### src/rtl/uart_arb_pkg.sv
// Shared constants for the two-requester UART transmitter: state codes, default divider, frame sizes.
// The optional parity bit is enabled by defining UART_TX_PARITY_EN.
package uart_arb_pkg;

   localparam int DEFAULT_CLK_DIV   = 434;
   localparam int FRAME_BITS_BASE   = 10;
   localparam int FRAME_BITS_PARITY = 11;

   typedef logic [2:0] state_t;

   localparam state_t ST_IDLE   = 3'd0;
   localparam state_t ST_START  = 3'd1;
   localparam state_t ST_DATA   = 3'd2;
   localparam state_t ST_PARITY = 3'd3;
   localparam state_t ST_STOP   = 3'd4;

endpackage

### src/rtl/uart_tx_baud.sv
// Bit-period down-counter: reload sets CLK_DIV-1, bit_done marks the final cycle of a bit.
module uart_tx_baud
   import uart_arb_pkg::*;
#(
   parameter int CLK_DIV = DEFAULT_CLK_DIV
) (
   input  logic sys_clk,
   input  logic RSTn,
   input  logic reload,
   output logic bit_done
);

   localparam int CW = (CLK_DIV > 2) ? $clog2(CLK_DIV) : 1;
   localparam logic [CW-1:0] RELOAD_VAL = CW'(CLK_DIV - 1);

   logic [CW-1:0] count_reg;

   always_ff @(posedge sys_clk) begin
      if (!RSTn) begin
         count_reg <= '0;
      end else if (reload) begin
         count_reg <= RELOAD_VAL;
      end else if (count_reg != '0) begin
         count_reg <= count_reg - CW'(1);
      end
   end

   // Parked at zero while idle; the FSM only acts on this outside IDLE.
   assign bit_done = (count_reg == '0);

endmodule

### src/rtl/uart_tx_arbiter.sv
// Round-robin arbiter for two byte requesters feeding one 8N1 UART transmitter.
// Define UART_TX_PARITY_EN to insert an even-parity bit between data and stop.
module uart_tx_arbiter
   import uart_arb_pkg::*;
#(
   parameter int CLK_DIV = DEFAULT_CLK_DIV
) (
   input  logic       sys_clk,
   input  logic       RSTn,
   input  logic       req0_valid,
   input  logic [7:0] req0_data,
   output logic       req0_ready,
   input  logic       req1_valid,
   input  logic [7:0] req1_data,
   output logic       req1_ready,
   output logic       tx,
   output logic       busy,
   output logic       grant
);

   state_t     state_reg;
   state_t     state_next;
   logic [7:0] data_reg;
   logic [2:0] bit_idx_reg;
   logic       grant_reg;
   logic       prio_reg;

   logic       idle;
   logic       win0;
   logic       win1;
   logic       accept;
   logic       bit_done;
   logic       reload;

   assign idle = (state_reg == ST_IDLE);

   // prio_reg names the requester that wins a tie; it always points away from the last grant.
   assign win0 = req0_valid && (!req1_valid || !prio_reg);
   assign win1 = req1_valid && (!req0_valid ||  prio_reg);

   assign req0_ready = idle && RSTn && win0;
   assign req1_ready = idle && RSTn && win1;
   assign accept     = req0_ready || req1_ready;

   assign reload = accept || (!idle && bit_done);

   uart_tx_baud #(
      .CLK_DIV (CLK_DIV)
   ) u_baud (
      .sys_clk  (sys_clk),
      .RSTn     (RSTn),
      .reload   (reload),
      .bit_done (bit_done)
   );

   always_comb begin
      state_next = state_reg;
      case (state_reg)
         ST_IDLE:  if (accept)   state_next = ST_START;
         ST_START: if (bit_done) state_next = ST_DATA;
         ST_DATA: begin
            if (bit_done && bit_idx_reg == 3'd7) begin
`ifdef UART_TX_PARITY_EN
               state_next = ST_PARITY;
`else
               state_next = ST_STOP;
`endif
            end
         end
`ifdef UART_TX_PARITY_EN
         ST_PARITY: if (bit_done) state_next = ST_STOP;
`endif
         ST_STOP:  if (bit_done) state_next = ST_IDLE;
         default:  state_next = ST_IDLE;
      endcase
   end

   always_ff @(posedge sys_clk) begin
      if (!RSTn) begin
         state_reg   <= ST_IDLE;
         data_reg    <= '0;
         bit_idx_reg <= '0;
         grant_reg   <= 1'b0;
         prio_reg    <= 1'b0;
      end else begin
         state_reg <= state_next;
         if (accept) begin
            data_reg    <= req1_ready ? req1_data : req0_data;
            grant_reg   <= req1_ready;
            prio_reg    <= !req1_ready;
            bit_idx_reg <= '0;
         end else if (state_reg == ST_DATA && bit_done && bit_idx_reg != 3'd7) begin
            bit_idx_reg <= bit_idx_reg + 3'd1;
         end
      end
   end

   always_comb begin
      tx = 1'b1;
      case (state_reg)
         ST_START:  tx = 1'b0;
         ST_DATA:   tx = data_reg[bit_idx_reg];
`ifdef UART_TX_PARITY_EN
         ST_PARITY: tx = ^data_reg;
`endif
         default:   tx = 1'b1;
      endcase
   end

   assign busy  = !idle;
   assign grant = grant_reg;

endmodule

### config.mk
export PLATFORM = sky130hd
export DESIGN_NAME = uart_tx_arbiter
export DESIGN_NICKNAME = d
export VERILOG_FILES = /design/src/rtl/uart_arb_pkg.sv /design/src/rtl/uart_tx_baud.sv /design/src/rtl/uart_tx_arbiter.sv
export SDC_FILE = /design/constraint.sdc
export NUM_CORES = 1
export LEC_CHECK = 0
export CORE_MARGIN = 4
export CORE_UTILIZATION = 40
export CTS_CLUSTER_DIAMETER = 50
export DETAILED_ROUTE_END_ITERATION = 16
export PLACE_DENSITY = 0.67
export SLEW_MARGIN = 10
export SYNTH_ARGS = -nofsm -noshare
export SYNTH_HDL_FRONTEND = slang
export SYNTH_SLANG_ARGS = --single-unit
### constraint.sdc
create_clock -name sys_clk -period 1.9 [get_ports sys_clk]
set_input_delay 0.19 -clock sys_clk [delete_from_list [all_inputs] [get_ports sys_clk]]
set_output_delay 0.19 -clock sys_clk [all_outputs]
set_load 0.02 [all_outputs]
**After elaboration in Yosys (flattened, before gate mapping)**

Cells that the tools add are included.

- Shift operators: 0
- Magnitude comparators: 1
- Multiplexer cells: 11
- Multipliers: 0
- Equal/unequal tests: 9
- Bitwise logic cells: 1
- Add/sub/neg operators: 2
- Reduce and logical (&&, ||, !) cells: 25
- Div/mod/pow operators: 0

Operator list:

| kind | number |
|---|---|
| $mux 9 | 2 |
| $mux 3 | 4 |
| $pmux 3 s4 | 1 |
| $logic_and 1x1->1 | 9 |
| $logic_not 9->1 | 1 |
| $reduce_bool 9->1 | 1 |
| $sub 9x1->9 const B | 1 |
| $mux 8 | 1 |
| $eq 3x3->1 const B | 2 |
| $ne 2x2->1 const B | 3 |
| $logic_not 1->1 | 5 |
| $logic_or 1x1->1 | 4 |
| $lt 3x4->1 const B | 1 |
| $reduce_and 4->1 | 1 |
| $reduce_or 2->1 | 2 |
| $add 3x1->3 const B | 1 |
| $bmux 1 s3 | 1 |
| $eq 3x1->1 const B | 1 |
| $eq 3x2->1 const B | 1 |
| $logic_not 3->1 | 1 |
| $ne 3x3->1 const B | 1 |
| $ne 2x1->1 const B | 1 |
| $pmux 1 s2 | 1 |
| $reduce_bool 2->1 | 1 |
| other kinds (2) | 2 |

- Memories: 0
- Latch bits: 0
- Input bits: 20
- Register bits: 25
- Output and inout bits: 5
- Word-level logic and storage cells: 56
- Bits in read-only memories: 0
- RAM bits: 0

**Depth between registers and ports, before layout**

- Word-level depth: 7
- Depth in mapped cells: 7

**Modules after synthesis**

A second synthesis with hierarchy kept.

- Cell total of the unflattened synthesis: 159
- Area, all modules: 1,435.1 um^2

Modules (own cells, without submodules):

| module | area each (um^2) | instances | cells each |
|---|---|---|---|
| uart_tx_arbiter | 955.9 | 1 | 106 |
| uart_tx_baud | 479.2 | 1 | 53 |

**Least setup slack after synthesis**

Ideal clock, no wire load.

- Path type: reg-to-reg
- Start: register u_baud.count_reg[0]
- End: register bit_idx_reg[1]
- Path buffers: 1
- Data required time: 1.767 ns
- Cell stages (with the launch flop): 8
- Arrival: 1.843 ns
- Path slack: -0.075 ns
- Cell sequence: dfxtp_1 inv_1 ha_1 or4b_1 or4_1 buf_2 mux2i_1 nor2_1

- Longest elaborated chain between the ends: 3

RTL lines:

| what | RTL line | RTL |
|---|---|---|
| start, declared | uart_tx_baud.sv:16 | `logic [CW-1:0] count_reg;` |
| start signal, assigned | uart_tx_baud.sv:24 | `count_reg <= count_reg - CW'(1);` |
| $logic_not 9->1 | uart_tx_baud.sv:29 | `assign bit_done = (count_reg == '0);` |
| $logic_and 1x1->1 (2 in a row) | uart_tx_arbiter.sv:92 | `end else if (state_reg == ST_DATA && bit_done && bit_idx_reg != 3'd7) begin` |
| end signal, assigned | uart_tx_arbiter.sv:93 | `bit_idx_reg <= bit_idx_reg + 3'd1;` |
| end, declared | uart_tx_arbiter.sv:24 | `logic [2:0] bit_idx_reg;` |

No other way between the ends.
A chain may end at the register's enable or synchronous reset.

**Worst setup path after layout**

- Start: register bit_idx_reg[0]
- End: output tx

- Longest elaborated chain between the ends: 3

RTL lines:

| what | RTL line | RTL |
|---|---|---|
| $bmux 1 s3 | uart_tx_arbiter.sv:102 | `ST_DATA: tx = data_reg[bit_idx_reg];` |
| $mux 1 (not written as such) | uart_tx_arbiter.sv:102 |  |
| $pmux 1 s2 | uart_tx_arbiter.sv:100 | `case (state_reg)` |
| end, declared | uart_tx_arbiter.sv:16 | `output logic tx,` |

No other way between the ends. The select of a mux whose other input is x is not followed.

==> reports/metrics.cfg <==
[timing]
worst_slew_pin_slew_ps=457
max_freq_mhz=506
rsz0062_at_grt=yes
hold_viol=0
fin_worst_skew_ps=3.41
hold_ws_ps=473
min_period_over_period_pct=104
setup_ws_ps=-75.7
relSlewSlack_pct=69.3
final-setup-viol-count=4
report.final.slew_viol_count=0
fin_setup_tns_ps=-172
post-route-min-period_ps=1980

[logic_synthesis]
synth_ff_type=dfxtp_1
synth_cell_types=39
syn_inst=129
synth-edff-count=0
ys_seq_elements=25
postSynthNetCount=152
synthesis.area_sq_mm=0.00120
yosys_warnings=0
synth.area.top_cells=dfxtp_1 42%, a222oi_1 6.6%, nor2_1 4.7%, mux4_2 3.7%, ha_1 3.1%
ys_seq_area_share_pct=41.5
synth_commonest_cells=25 x dfxtp_1, 15 x nor2_1, 8 x a222oi_1
yosys.area.top_type_share_pct=41.5
post-synth-top-count-cell=dfxtp_1
async_flop_share_pct=0
yosys.area.top_type=dfxtp_1
synth.avg_cell_area_sq_um=9.34

[grt]
antenna_found_initial=0
grt_max_degree=16
grt_pass1_vias=1102
grt_pass1_wl_um=5140
grt_use_total_pct=16.1
gr-total-overflow=0

[finish]
syn_to_final_growth_pct=47.9
stdcell_count=214
drive_gt1_share_pct=32.8
layout.nets=207
largest_register_ff_count=9
finish.instance_area_sq_mm=0.00178
n_antenna_cell=0

[placed_design]
place_congestion=0.801
dp.cells=205
dp_hpwl_um=2370
place_area_sq_mm=0.00167
port_buffers=24

[die]
start_util_pct=42.6
num_rows=19
dieArea_sq_mm=0.00395
die_x_um=62.9
die_h_um=62.9
io_pins=25
core_area_sq_mm=0.00283

[worst_setup_path]
cp-start-kind=flip-flop
cp_cell_sequence=mux4_2 -> mux2i_1 -> a21oi_1 -> or2_4 -> buf_6
slowest_stage=mux4_2
worstReg2RegEnd=bit_idx_reg[2]$_SDFFE_PP0P_
crit_path_max_incr_delay_ps=490
critical_path_class=reg2out
crit_start=bit_idx_reg[0]$_SDFFE_PP0P_
r2r_slack_ps=-40
rr_worst_depth=7
crit_arrival_ps=1790
worstPathRequired_ps=1710
end_kind=output port
r2r-start=bit_idx_reg[0]$_SDFFE_PP0P_
worstSetupEndpoint=tx
crit_path_max_fanout=3

[routing]
drtIter0Drc=93
vias=1227
wire_per_inst_um=14.9
routed_wl_um=3190
final_antenna_net_count=0
vias_per_cell=5.73
drtPass1Iterations=5
route.detailed.drc=0

[power]
power_uw=1610
leakagePower_uw=0.000748
peakVddDrop_v=0.000384
power.density_mw_per_mm2=906

[cts]
numCtsBuffers=3
htree_num_levels=1
clk_transition_reported_paths_ps=130
ctsHoldBuffers=0
cts.sinks=25
cts_root_buf=clkbuf_4
cts_tree=built
clock_latency_ps=320
cts_max_path_buffers=2

[run]
cap_violations=0

[worst_hold_path]
hp-class=in2reg

[status]
outcome=finished with violations
violations=negative setup slack

## layout by cell type (no fill, tap or decap), drive strengths merged, types with 2 or more instances in the layout
master         count
a222oi             8
a31oi              3
nand2              4
nor2              15
or4                2
inv                8
nor4               3
nand2b             2
mux2i              3
o21ai              3
a21oi              7
or3                5
a211oi             2
clkdlybuf4s50     20
dfxtp             25
o31ai              2
or4b               2
and4               2
mux4               2
a21boi             2
or3b               3
ha                 3
buf               33
nor3               3
clkbuf             5
o21a               3
## power by group
group	internal [uW]	switching (uW)	leakage, uW	total, uW
combinational	410	322	0.000526	732
clock	82.2	154	0.0000150	236
sequential	593	52.4	0.000207	646
## how the worst min path moves through the flow
stage	start	end	cells after the start
2_1_floorplan	RSTn	prio_reg$_SDFFE_PN0P_	1
3_3_place_gp	grant$_SDFFE_PN0P_	grant$_SDFFE_PN0P_	2
3_5_place_dp	grant$_SDFFE_PN0P_	grant$_SDFFE_PN0P_	2
4_1_cts	req1_data[2]	data_reg[2]$_SDFFE_PN0P_	3
5_1_grt	req0_data[3]	data_reg[3]$_SDFFE_PN0P_	3
6_report	req1_data[3]	data_reg[3]$_SDFFE_PN0P_	3
## critical path, delay by kind of cell, from the launching register on
family / cells / cell delay [ps]
flip-flops: 1 / 390
multiplexers: 2 / 640
AO/OA/AOI/OAI: 1 / 80
buffers and inverters: 1 / 130
AND/OR/NAND/NOR: 1 / 230
## layer usage
layer / up-vias / routed length (um) / global-route usage (%)
li1: 606 / - / -
met1: 577 / 1470 / 21.9
met2: 39 / 1450 / 24.9
met3: 5 / 217 / 2.88
met4: 0 / 51 / 6.61
met5: - / 0 / 0
## logic make-up (layout without fill, tap and decap cells)
group	after synthesis	after routing	share of synthesized area (%)
multiplexers	5	5	6.23
buffers and inverters	14	68	4.57
adder cells (fa/ha/maj)	3	3	3.12
AO/OA/AOI/OAI	35	35	21.4
flip-flops	25	25	41.5
AND/OR/NAND/NOR	46	46	22.4
XOR/XNOR	1	1	0.727
## area by class of cell
type                       instances  area, sq um
fill                             233         1050
sequential                        25          508
inverter                           8         30.0
multi-input combinational         90          696
timing repair buffer              56          483
clock buffer                       4         26.3
tap                               31         38.8
## stage by stage
step           utilization (%)  setup slack (ps)
3_3_place_gp              59.0              -170
4_1_cts                   60.7              -172
5_1_grt                   63.0              -149
6_report                  63.0             -75.7
3_5_place_dp              59.0              -199
2_1_floorplan                -             -13.7
## what timing repair did
| action | CTS | global route |
|---|---|---|
| pin swaps | 3 | 2 |
| resized for setup | 12 | 18 |
| hold endpoints to repair | 0 | 0 |
| setup buffers | 2 | 3 |
| endpoints found under the setup margin | 9 | 15 |
(Power assumes the default switching activity.)
